$ cat src/rtl/handshake_req.sv
// -----------------------------------------------------------------------------
// handshake_req
//
// Initiator side of the four-phase R/A request-accept handshake. A GO command
// starts a burst of LEN transfers. Each transfer offers a word on DOUT, raises
// R, waits for A to rise, drops R, then waits for A to fall. Completion is
// reported with a one-cycle DONE pulse. An acceptor that stalls for TMO cycles
// on either edge aborts the burst and sets the sticky ERR flag.
//
// Parameters:
//   DW  - data width
//   LW  - width of LEN and CNT
//   TMO - cycles spent waiting for an A edge before aborting (1..255)
//
// Ports:
//   CLK  in  1   rising-edge clock
//   RST  in  1   asynchronous active-low reset
//   GO   in  1   start-burst command, sampled in IDLE
//   LEN  in  LW  transfers in the burst, sampled with GO (0 = ignore GO)
//   DIN  in  DW  next data word, sampled on each entry to REQ
//   A    in  1   accept from the acceptor (same clock domain)
//   R    out 1   request to the acceptor
//   DOUT out DW  word on offer, stable while R = 1
//   CNT  out LW  transfers remaining, including the one in progress
//   BUSY out 1   high in every state except IDLE
//   DONE out 1   one-cycle pulse after the last transfer completes
//   ERR  out 1   sticky timeout flag, cleared by the next accepted GO
// -----------------------------------------------------------------------------
module handshake_req #(
  parameter int DW  = 8,
  parameter int LW  = 4,
  parameter int TMO = 15
) (
  input  logic          CLK,
  input  logic          RST,
  input  logic          GO,
  input  logic [LW-1:0] LEN,
  input  logic [DW-1:0] DIN,
  input  logic          A,
  output logic          R,
  output logic [DW-1:0] DOUT,
  output logic [LW-1:0] CNT,
  output logic          BUSY,
  output logic          DONE,
  output logic          ERR
);

  typedef enum logic [1:0] {
    S_IDLE = 2'd0,
    S_REQ  = 2'd1,
    S_REL  = 2'd2,
    S_ERRW = 2'd3
  } state_t;

  // The wait counter is compared against TMO-1 because the abort happens on
  // the edge at which the count would reach TMO, i.e. after TMO cycles in
  // which the awaited A level never appeared.
  localparam logic [7:0] WAIT_LAST = 8'(TMO - 1);

  state_t        r_state;
  logic [7:0]    r_wait;
  logic          r_req;
  logic [DW-1:0] r_dout;
  logic [LW-1:0] r_cnt;
  logic          r_busy;
  logic          r_done;
  logic          r_err;

  logic w_timeout;
  logic w_start;

  assign w_timeout = (r_wait == WAIT_LAST);
  // A new request may only be raised once the acceptor has released A.
  assign w_start   = GO && (LEN != '0) && !A;

  // Single state machine; every output is a register so R cannot glitch
  // into the acceptor.
  // NOTE: sequential state uses non-blocking assignments only, so every
  // right-hand side below sees the pre-edge value regardless of statement
  // order.
  always_ff @(posedge CLK or negedge RST) begin
    if (!RST) begin
      // Asynchronous clear: R drops the moment reset asserts, even mid-burst.
      r_state <= S_IDLE;
      r_wait  <= '0;
      r_req   <= 1'b0;
      r_dout  <= '0;
      r_cnt   <= '0;
      r_busy  <= 1'b0;
      r_done  <= 1'b0;
      r_err   <= 1'b0;
    end else begin
      // DONE is a pulse: it is only ever set for the single REL->IDLE edge.
      r_done <= 1'b0;

      case (r_state)
        S_IDLE: begin
          // GO is also honoured while DONE is high, giving back-to-back bursts.
          if (w_start) begin
            r_state <= S_REQ;
            r_req   <= 1'b1;
            r_dout  <= DIN;
            r_cnt   <= LEN;
            r_busy  <= 1'b1;
            r_err   <= 1'b0;
            r_wait  <= '0;
          end
        end

        S_REQ: begin
          if (A) begin
            r_state <= S_REL;
            r_req   <= 1'b0;
            r_cnt   <= r_cnt - 1'b1;
            r_wait  <= '0;
          end else if (w_timeout) begin
            // CNT is left alone so it still counts the failed transfer.
            r_state <= S_ERRW;
            r_req   <= 1'b0;
            r_err   <= 1'b1;
            r_wait  <= '0;
          end else begin
            r_wait <= r_wait + 8'd1;
          end
        end

        S_REL: begin
          if (!A) begin
            r_wait <= '0;
            if (r_cnt != '0) begin
              r_state <= S_REQ;
              r_req   <= 1'b1;
              r_dout  <= DIN;
            end else begin
              r_state <= S_IDLE;
              r_busy  <= 1'b0;
              r_done  <= 1'b1;
            end
          end else if (w_timeout) begin
            r_state <= S_ERRW;
            r_err   <= 1'b1;
            r_wait  <= '0;
          end else begin
            r_wait <= r_wait + 8'd1;
          end
        end

        S_ERRW: begin
          // Return to IDLE only once the acceptor has let go of A, so the
          // next burst starts from a clean protocol state. No DONE here.
          if (!A) begin
            r_state <= S_IDLE;
            r_busy  <= 1'b0;
          end
        end

        default: begin
          r_state <= S_IDLE;
          r_req   <= 1'b0;
          r_busy  <= 1'b0;
        end
      endcase
    end
  end

  assign R    = r_req;
  assign DOUT = r_dout;
  assign CNT  = r_cnt;
  assign BUSY = r_busy;
  assign DONE = r_done;
  assign ERR  = r_err;

endmodule

$ cat config.mk
export PLATFORM = sky130hd
export DESIGN_NAME = handshake_req
export DESIGN_NICKNAME = d
export VERILOG_FILES = /design/src/rtl/handshake_req.sv
export SDC_FILE = /design/constraint.sdc
export NUM_CORES = 1
export LEC_CHECK = 0
export ABC_AREA = 1
export CAP_MARGIN = 25
export CORE_ASPECT_RATIO = 0.8
export CORE_MARGIN = 2
export CORE_UTILIZATION = 45
export DETAILED_ROUTE_END_ITERATION = 16
export PLACE_DENSITY = 0.82
export SYNTH_ARGS = -nofsm -noshare
export SYNTH_HDL_FRONTEND = slang
export SYNTH_SLANG_ARGS = --single-unit
$ cat constraint.sdc
create_clock -name CLK -period 1.8 [get_ports CLK]
set_input_delay 0.54 -clock CLK [delete_from_list [all_inputs] [get_ports CLK]]
set_output_delay 0.54 -clock CLK [all_outputs]
set_load 0.01 [all_outputs]
==> flow_summary.json, run 1 <==
{
  "wl_per_cell_microns": 11.8,
  "final_nets": 280,
  "skew_ns": 0.00184,
  "antenna_cells": 0,
  "clockBufferDepth": 2,
  "crit_buf_inv": 1,
  "synth.avg_cell_area_sq_um": 7.63,
  "place.port_buffers": 31,
  "tns_ns": 0,
  "ir_worst_vdd_uv": 710,
  "syn_inst": 208,
  "ff2ff_path_depth": 10,
  "reg2reg_to": "r_wait[4]",
  "yosysMostFrequentCell": "nand2_1",
  "syn_area_sq_mm": 0.00159,
  "num-fill-cells": 300,
  "cts_max_level": 1,
  "coreArea_sq_mm": 0.00340,
  "critPathCaptureType": "output pin",
  "fin_crit_ns": 1.74,
  "cp_max_fo": 3,
  "synth_flop_cell": "dfrtp_1",
  "synth-xor-area-share_pct": 1.66,
  "crit_chain": "clkdlybuf4s50_1",
  "rows": 19,
  "grt.total_usage_pct": 18.8,
  "gp_congestion": 0.890,
  "critical_path_class": "flip-flop to output pin",
  "grt_pass1_wl_microns": 6080,
  "synth_nets": 232,
  "rrSetupSlack_ns": 0.12,
  "layout.cells.non_filler": 297,
  "place_inst": 291,
  "fin_area_sq_mm": 0.00213,
  "synth_commonest_cells": "67 x nand2_1, 26 x dfrtp_1, 23 x inv_1",
  "wl_microns": 3520,
  "ys_async_sr_fraction_pct": 100,
  "arrival_ns": 1.20,
  "holdBufCountCts": 0,
  "hpwlAfterDp_microns": 2670,
  "cts_buffers": 3,
  "synthAdderAreaFrac_pct": 6.31,
  "overflow": 0,
  "cts_tree": "done",
  "yosysTopAreaCellShare_pct": 41.0,
  "cellPowerDensity_mw_per_mm2": 1520,
  "drt_iter0_markers": 56,
  "io_pins": 32,
  "hold_start": "R",
  "synth_compound_area_share_pct": 9.86,
  "p_total_mw": 3.23,
  "maxCapViolCount": 0,
  "synth_edf_count": 0,
  "register_area_sq_um": 651,
  "cts_sinks": 26,
  "vias": 1460,
  "hold_class": "flip-flop to flip-flop",
  "initial_core_util_pct": 46.7,
  "fin_crit_sh_pct": 96.9,
  "cp-start-kind": "flip-flop",
  "grt_max_degree": 27,
  "hold_violations": 0,
  "synth_top_family_by_area": "simple AND/OR/NAND/NOR gates",
  "whs_path_depth": 2,
  "cts-root-buf": "clkbuf_8",
  "syn_to_final_growth_pct": 34.1,
  "synth_mux_area_share_pct": 0.631,
  "slew_violations": 0,
  "drive_gt1_share_pct": 14.9,
  "synth.area.top_cells": "dfrtp_1 41%, nand2_1 16%, ha_1 6.3%",
  "synthDistinctLibCells": 26,
  "antenna_found_initial": 0,
  "ys_warn_count": 0,
  "whs_endpoint": "R",
  "drc": 0,
  "ys_ff_latch": 26,
  "leakage_nw": 1.09,
  "r2r_start": "r_state[0]",
  "die_w_microns": 70.4,
  "via_per_inst": 4.92,
  "outcome": "finished, final reports clean",
  "grt_pass1_vias": 1372,
  "die_h_microns": 57.1,
  "utilization_pct": 62.6,
  "clkTransAtPathRegs_ns": 0.09,
  "antenna_left": 0,
  "rsz0062_at_grt": "false",
  "critPathTopFamily": "buffers and inverters",
  "cp_slowest_cell": "clkdlybuf4s50_1",
  "yosysTopAreaCell": "dfrtp_1",
  "die-area_sq_mm": 0.00402,
  "yosysSeqAreaShare_pct": 41.0,
  "dr.pass1.iters": 5,
  "multiInputGateArea_sq_um": 828,
  "max_freq_ghz": 0.573,
  "clock_latency_ns": 0.27,
  "relSlewSlack_pct": 75.4,
  "finalSetupViolCount": 0,
  "worst_slew_pin_slew_ns": 0.369,
  "placedInstanceArea_sq_mm": 0.00203,
  "crit_required_ns": 1.26,
  "cpPeakStageDelay_ns": 0.56,
  "yosys.area_share.simple_pct": 33.2
}
worst max path at each step:
stage,slack (ns),endpoint,cells past startpoint,startpoint
after CTS,0.002,CNT[3],1,CNT[3]
after global routing,0.008,r_wait[0],10,r_state[0]
after detailed placement,-0.10,r_wait[0],7,A
after global placement,-0.05,DOUT[5],8,LEN[2]
after floorplan,0.38,DOUT[0],7,r_state[0]
final,0.06,ERR,1,ERR
repair_timing:
item	CTS	global route
resized for setup	1	1
setup buffers	0	2
pin swaps	0	0
endpoints found under the setup margin	1	3
per-stage QoR:
step	setup slack, ns	hold slack [ns]
2_1_floorplan	0.381	0.244
3_3_place_gp	-0.0469	0.453
6_report	0.0556	0.473
5_1_grt	0.00840	0.494
4_1_cts	0.00153	0.482
3_5_place_dp	-0.101	0.459
report_power, final:
group	switching [mW]	total (mW)	internal (mW)	leakage, nW
clock network	0.178	0.475	0.297	0.0357
registers	0.135	0.918	0.783	0.333
logic	0.987	1.84	0.851	0.722
total	1.30	3.23	1.93	1.09
layout by cell type, fill, tap and decap left out:
master and instances:
nand2_1 67, o21bai_1 1, clkdlybuf4s50_1 30, nand3_1 14, inv_2 3, nand3_2 2
a21oi_1 4, o21ai_2 3, nand2_8 1, dlygate4sd2_1 1, dfrtp_1 26, inv_1 23
ha_1 8, nand4_1 5, buf_4 13, buf_12 1, a21oi_2 1, o21ai_0 10
o21ai_1 1, xor2_1 2, xnor2_1 1, o22ai_1 1, a21oi_4 1, or2_2 1
o21ai_4 1, clkbuf_8 3, nand2_2 5, bufinv_16 1, nor2_1 22, nand2_4 2
mux2i_1 1
layer usage:
layer | vias to the layer above | track usage (%) | wire, microns
met1 | 660 | 26.6 | 1740
li1 | 751 | - | -
met4 | 0 | 4.12 | 27
met5 | - | 0 | 0
met3 | 2 | 3.71 | 230
met2 | 47 | 30.3 | 1520
cell type report:
cell class | instances | area share (%)
tap | 42 | 2.47
clock buffer | 3 | 1.94
inverter | 26 | 4.59
sequential | 26 | 30.6
clock inverter | 1 | 1.41
multi-input combinational | 154 | 38.9
timing repair buffer | 45 | 20.1
cells by family after synthesis:
group           Yosys count
mux                       1
flops                    26
simple gates            119
xor+xnor                  3
buf+inv                  28
compound gates           23
fa+ha+maj                 8
flip-flops by register name (all words and copies together), names as in the netlist:
register,flops
ERR,1
R,1
BUSY,1
CNT,4
r_state,2
DONE,1
DOUT,8
r_wait,8
No activity file was read; power rests on OpenSTA's default activity.
==> inputs of run 2 (changes only) <==
Settings changed: CAP_MARGIN 25 to 5.
==> results of run 2 <==
No change in the layout: final DEF, timing and power equal those of run 1.
==> inputs of run 3 (changes only) <==
Settings changed: GPL_TIMING_DRIVEN from default to 0, SLEW_MARGIN from default to 20.
==> flow_summary.json, run 3 (synthesis gave the netlist of run 1 again) <==
{
  "clockBufferDepth": 2,
  "worst_slew_pin_slew_ns": 0.570,
  "final_nets": 271,
  "grt.total_usage_pct": 17.9,
  "crit_chain": "clkdlybuf4s50_1",
  "overflow": 0,
  "grt_pass1_wl_microns": 5740,
  "place.port_buffers": 31,
  "clock_latency_ns": 0.27,
  "cts_sinks": 26,
  "hold_ws_ns": 0.254,
  "fin_area_sq_mm": 0.00204,
  "slew_violations": 0,
  "place_inst": 281,
  "crit_buf_inv": 1,
  "cp_max_fo": 2,
  "outcome": "finished, final reports clean",
  "io_pins": 32,
  "cts-root-buf": "clkbuf_8",
  "coreArea_sq_mm": 0.00340,
  "max_freq_ghz": 0.573,
  "maxCapViolCount": 0,
  "finalSetupViolCount": 0,
  "drt_iter0_markers": 107,
  "antenna_found_initial": 0,
  "cp_slowest_cell": "clkdlybuf4s50_1",
  "clkTransAtPathRegs_ns": 0.09,
  "skew_ns": 0.00280,
  "crit_required_ns": 1.26,
  "rows": 19,
  "critical_path_class": "flip-flop to output pin",
  "grt_pass1_vias": 1257,
  "fin_crit_ns": 1.74,
  "hold_violations": 0,
  "tns_ns": 0,
  "syn_to_final_growth_pct": 28.8,
  "die-area_sq_mm": 0.00402,
  "gp_congestion": 0.833,
  "dr.pass1.iters": 5,
  "layout.cells.non_filler": 288,
  "placedInstanceArea_sq_mm": 0.00194,
  "antenna_left": 0,
  "wl_per_cell_microns": 12.3,
  "critPathCaptureType": "output pin",
  "p_total_mw": 3.14,
  "ir_worst_vdd_uv": 571,
  "rsz0062_at_grt": "false",
  "cts_tree": "done",
  "cpPeakStageDelay_ns": 0.55,
  "final_cell_mix": "67 x nand2_1, 29 x clkdlybuf4s50_1, 26 x dfrtp_1",
  "rrSetupSlack_ns": 0.17,
  "drive_gt1_share_pct": 13.4,
  "hpwlAfterDp_microns": 2620,
  "die_h_microns": 57.1,
  "initial_core_util_pct": 46.7,
  "cts_max_level": 1,
  "critPathTopFamily": "buffers and inverters",
  "fin_crit_sh_pct": 96.9,
  "drc": 0,
  "wl_microns": 3530,
  "cp-start-kind": "flip-flop",
  "hold_class": "input pin to asynchronous set/reset pin",
  "relSlewSlack_pct": 62.0,
  "antenna_cells": 0,
  "die_w_microns": 70.4,
  "mostFrequentLayoutCell": "nand2_1",
  "cellPowerDensity_mw_per_mm2": 1540,
  "cts_buffers": 3,
  "via_per_inst": 4.94,
  "holdBufCountCts": 0,
  "grt_max_degree": 27,
  "leakage_nw": 1.05,
  "vias": 1424,
  "arrival_ns": 1.20
}
## run 3: worst reg2reg max path, cell delays in order (launching register included)
cell     delay [ns]
dfrtp_1        0.43
inv_2          0.09
ha_1           0.14
buf_4          0.15
nand2_2        0.10
nand2_2        0.11
nand2_1        0.05
inv_1          0.05
nand2_1        0.11
inv_2          0.09
nand2_2        0.10
a21oi_2        0.15
## run 3: final cells by class
cell class                 count  area [sq um]
fill                         319          1360
multi-input combinational    154           822
sequential                    26           651
timing repair buffer          34           330
inverter                      26          97.6
tap                           42          52.6
clock buffer                   3          41.3
clock inverter                 1          30.0
buffer                         2          18.8
## run 3: through the flow
| step | util [%] | setup slack (ns) |
|---|---|---|
| 6_report | 60.1 | 0.0559 |
| 5_1_grt | 60.1 | 0.0124 |
| 4_1_cts | 59.7 | 0.0199 |
| 3_5_place_dp | 57.2 | -0.171 |
| 3_3_place_gp | 57.3 | -0.138 |
| 2_1_floorplan | - | 0.381 |
## run 3: power breakdown
group	switching (mW)	internal (mW)
logic	0.976	0.778
clock network	0.181	0.297
registers	0.125	0.783
## run 3: repair_timing
item	CTS	global route
setup buffers	2	1
hold endpoints to repair	0	0
gates resized for setup	0	5
endpoints found under the setup margin	2	6
## run 3: worst paths after layout
kind | end | from | depth (start not counted)
setup reg to reg | r_wait[0] | r_state[0] | 11
max in group asynchronous | r_wait[5] | RST | 1
setup / recovery | CNT[2] | CNT[2] | 1
hold reg to reg | R | R | 2
hold / removal | CNT[0] | RST | 1
min in group CLK | R | R | 2
## run 3: routing by layer
metal	GRT usage, %	part of all wire, %	vias to the layer above
met5	0	0	-
met4	4.12	1.8	0
met3	3.18	6.2	8
met2	28.4	45	52
met1	25.8	47	632
li1	-	-	732
==> edit 1, RTL diff (config.mk and constraints of run 1) <==
`LW`: 4 -> 5.
--- a/src/rtl/handshake_req.sv
+++ b/src/rtl/handshake_req.sv
@@ -28,7 +28,7 @@
 // -----------------------------------------------------------------------------
 module handshake_req #(
   parameter int DW  = 8,
-  parameter int LW  = 4,
+  parameter int LW  = 5,
   parameter int TMO = 15
 ) (
   input  logic          CLK,
Ports: changed (resized CNT and LEN); port bits go from 32 to 34. No check against the original RTL was run, so the function may have changed too.
==> edit 1 against run 1 <==
  * Wire length rose by 0.45%
  * Clock power down 27%
  * Combinational power is 18% higher
  * Sequential cell count rose by 1
  * Total power grew 7.8%
  * Synthesized area up 5.6%
  * Cell area up 4.1%
  * Setup slack worse by 0.00096 ns
  * First-iteration DRC count up 86%
  * Critical endpoint is now CNT[2]
  * Largest cell class unchanged
==> edit 1: results <==
{
  "cpPeakStageDelay_ns": 0.54,
  "drt_first_pass_iters": 4,
  "io_buffer_count": 33,
  "synthTopCellsByCount": "nand2_1 (67), dfrtp_1 (27), inv_1 (27), nand3_1 (20), nor2_1 (19)",
  "detail_route.vias_per_cell": 4.814,
  "fillers": 321,
  "syn-num-nets": 247,
  "cts_resized": 0,
  "syn_area_per_cell_um2": 7.547,
  "worst_pin_slew_ns": 0.3455,
  "dpl.hpwl_mm": 2.787,
  "grt_pass1_vias": 1461,
  "skew_ns": 0.004613,
  "track_usage_pct": 19.23,
  "dp_cells": 308,
  "vias": 1502,
  "ys_types": 27,
  "wire_per_inst_um": 11.33,
  "p_leak_nw": 1.139,
  "seq_area_frac_synth_pct": 40.33,
  "vdd_drop_max_uv": 614.2,
  "drive_gt1_share_pct": 15.56,
  "outcome": "finished, final reports clean",
  "grt_pass1_wl_mm": 6.403,
  "clockRootBuffer": "clkbuf_8",
  "fin_nets": 296
}
## edit 1: worst paths after layout
path | from | end | slack, ns
worst max-delay path | CNT[2] | CNT[2] | 0.05
worst min-delay path | DOUT[5] | DOUT[5] | 0.48
worst max register to register | r_state[1] | r_wait[3] | 0.16
max in group asynchronous | RST | CNT[0] | 0.91
min in group asynchronous | RST | r_wait[2] | 0.62
worst min register to register | DOUT[5] | DOUT[5] | 0.48
## edit 1: kinds of logic (layout without fill, tap and decap cells)
kind of cell	count (synthesis)	after routing	share of synthesized area, %
AO/OA/AOI/OAI	24	24	8.290
XOR/XNOR	3	3	1.569
adder cells (fa/ha/maj)	8	8	5.975
buffers and inverters	34	82	8.290
flip-flops	27	27	40.33
AND/OR/NAND/NOR	126	126	35.55
## edit 1: worst register-to-register path, delay by kind of cell (launching register included)
family,cells,cell delay [ns]
buffers and inverters,3,0.25
flip-flops,1,0.41
AO/OA/AOI/OAI,1,0.14
adder cells (fa/ha/maj),1,0.31
AND/OR/NAND/NOR,5,0.47
## edit 1: power groups by stage
stage	registers (W)	logic (W)	clock network (W)
3_5_place_dp	0.000969	0.00217	0
5_1_grt	0.000986	0.00245	0.000393
6_report	0.000953	0.00218	0.000349
3_3_place_gp	0.000958	0.00212	0
2_1_floorplan	0.00103	0.00130	0
4_1_cts	0.000956	0.00218	0.000372
## edit 1: metrics by stage
stage,setup TNS (ns),setup WS (ns)
2_1_floorplan,0,0.3061
3_3_place_gp,-2.767,-0.1531
3_5_place_dp,-3.808,-0.1854
4_1_cts,0,0.02828
5_1_grt,0,0.003743
6_report,0,0.05463
## edit 1: metal layers
layer | vias up | GRT usage, % | share of wire [%]
li1 | 795 | - | -
met1 | 665 | 27.00 | 50
met2 | 33 | 30.28 | 44
met3 | 9 | 4.110 | 4.6
met4 | 0 | 5.391 | 1.8
met5 | - | 0 | 0
## edit 1: layout make-up
class | count | area (um^2) | share of cell area (%)
multi-input combinational | 161 | 868.3 | 39.21
clock inverter | 1 | 7.507 | 0.3390
sequential | 27 | 675.6 | 30.51
clock buffer | 3 | 41.29 | 1.864
timing repair buffer | 47 | 450.4 | 20.34
inverter | 31 | 118.9 | 5.367
tap | 42 | 52.55 | 2.373
==> edit 2, RTL diff (flow settings as in run 1) <==
Without the edit above. The 4 states of `state_t` get a one-hot encoding in 4 bits.
--- a/src/rtl/handshake_req.sv
+++ b/src/rtl/handshake_req.sv
@@ -45,11 +45,11 @@
   output logic          ERR
 );
 
-  typedef enum logic [1:0] {
-    S_IDLE = 2'd0,
-    S_REQ  = 2'd1,
-    S_REL  = 2'd2,
-    S_ERRW = 2'd3
+  typedef enum logic [3:0] {
+    S_IDLE = 4'b0001,
+    S_REQ  = 4'b0010,
+    S_REL  = 4'b0100,
+    S_ERRW = 4'b1000
   } state_t;
 
   // The wait counter is compared against TMO-1 because the abort happens on
Formal check against the unedited RTL: same outputs for any inputs over 10 cycles, from zero or initial values and one cycle with RST low; not proved beyond that.
==> edit 2 against run 1 <==
  * Sequential cell count grew 2
  * Sequential power grew 10%
  * Cell area shrank 0.24%
  * Wire length grew 5.8%
  * Total power shrank 4.2%
  * Setup slack is essentially flat
  * Sequential share of layout area grew 2.5 points
  * Synthesized area grew 3.5%
  * Fmax is essentially flat
  * Clock power grew 5.7%
  * Largest cell class unchanged
==> edit 2: results <==
{
  "drive_gt1_share_pct": 11.52,
  "cpPeakStageDelay_ns": 0.54,
  "grt_pass1_wl_mm": 6.492,
  "drt_first_pass_iters": 4,
  "hold_path.startpoint": "DOUT[2]",
  "track_usage_pct": 19.99,
  "cts_resized": 0,
  "final_cells": 311,
  "drt_iter0_drc": 103,
  "wl_mm": 3.721,
  "grt_pass1_vias": 1399,
  "vdd_drop_max_uv": 1335,
  "period_needed_ns": 1.744,
  "hold_end": "DOUT[2]",
  "r2r_slack_ns": 0.25,
  "path_max_fanout": 3,
  "p_switching_w": 0.001293,
  "detail_route.vias_per_cell": 4.965,
  "dpl.hpwl_mm": 2.814,
  "r2r-start": "r_wait[0]",
  "fillers": 311,
  "synthTopCellsByCount": "nand2_1 (82), dfrtp_1 (27), nand3_1 (26), nor2_1 (25), inv_1 (21)",
  "startpoint": "CNT[2]",
  "skew_ns": 0.002558,
  "post-cts-setup-buffers": 0,
  "crit_end": "CNT[2]",
  "pre_cts_ws_ns": -0.1491,
  "reg2reg_depth": 7,
  "grt_max_degree": 29,
  "ys_types": 21,
  "outcome": "finished, final reports clean",
  "syn_area_per_cell_um2": 7.168,
  "synth_area_leaders": "dfrtp_1 (41%), nand2_1 (19%), nand3_1 (7.9%)",
  "insertion_delay_ns": 0.28,
  "timing.hold.ws_ns": 0.4791,
  "syn-num-nets": 248,
  "p_leak_nw": 1.079,
  "gp_congestion": 0.8948,
  "dpl_cell_area_um2": 2043
}
==> edit 2: changes by cell type after synthesis, moves of 3 or more <==
cell,change
a21oi_1,-3
ha_1,-5
nand2_1,+15
nand3_1,+12
nor2_1,+3
nor2_2,+5
o21ai_1,+5
==> edit 2: cells by family after synthesis <==
kind of cell	count (synthesis)	synth area share, %
flip-flops	28	42.76
AO/OA/AOI/OAI	17	5.640
buffers and inverters	25	6.174
AND/OR/NAND/NOR	156	43.14
adder cells (fa/ha/maj)	3	2.287
==> edit 2: cell type report <==
type / count / area (um^2) / share of cell area [%]
well taps: 42 / 52.55 / 2.476
flip-flops and latches: 28 / 701.9 / 33.08
inverters: 24 / 90.09 / 4.245
multi-input cells: 176 / 838.3 / 39.50
clock inverters: 1 / 30.03 / 1.415
clock buffers: 3 / 41.29 / 1.946
repair buffers: 37 / 367.9 / 17.33
==> edit 2: routing by layer <==
layer / routed length, um / part of all wire (%) / vias to the layer above / global-route usage [%]
li1: - / - / 811 / -
met1: 1912 / 51 / 686 / 30.31
met2: 1565 / 42 / 42 / 29.76
met3: 205 / 5.5 / 5 / 3.652
met4: 38 / 1.0 / 0 / 4.852
met5: 0 / 0 / - / 0
==> edit 2: power by group through the flow <==
stage / sequential, W / clock, W / combinational (W)
2_1_floorplan: 0.00107 / 0 / 0.000926
3_3_place_gp: 0.00102 / 0 / 0.00153
6_report: 0.00101 / 0.000502 / 0.00158
3_5_place_dp: 0.00103 / 0 / 0.00157
5_1_grt: 0.00104 / 0.000537 / 0.00180
4_1_cts: 0.00102 / 0.000513 / 0.00157
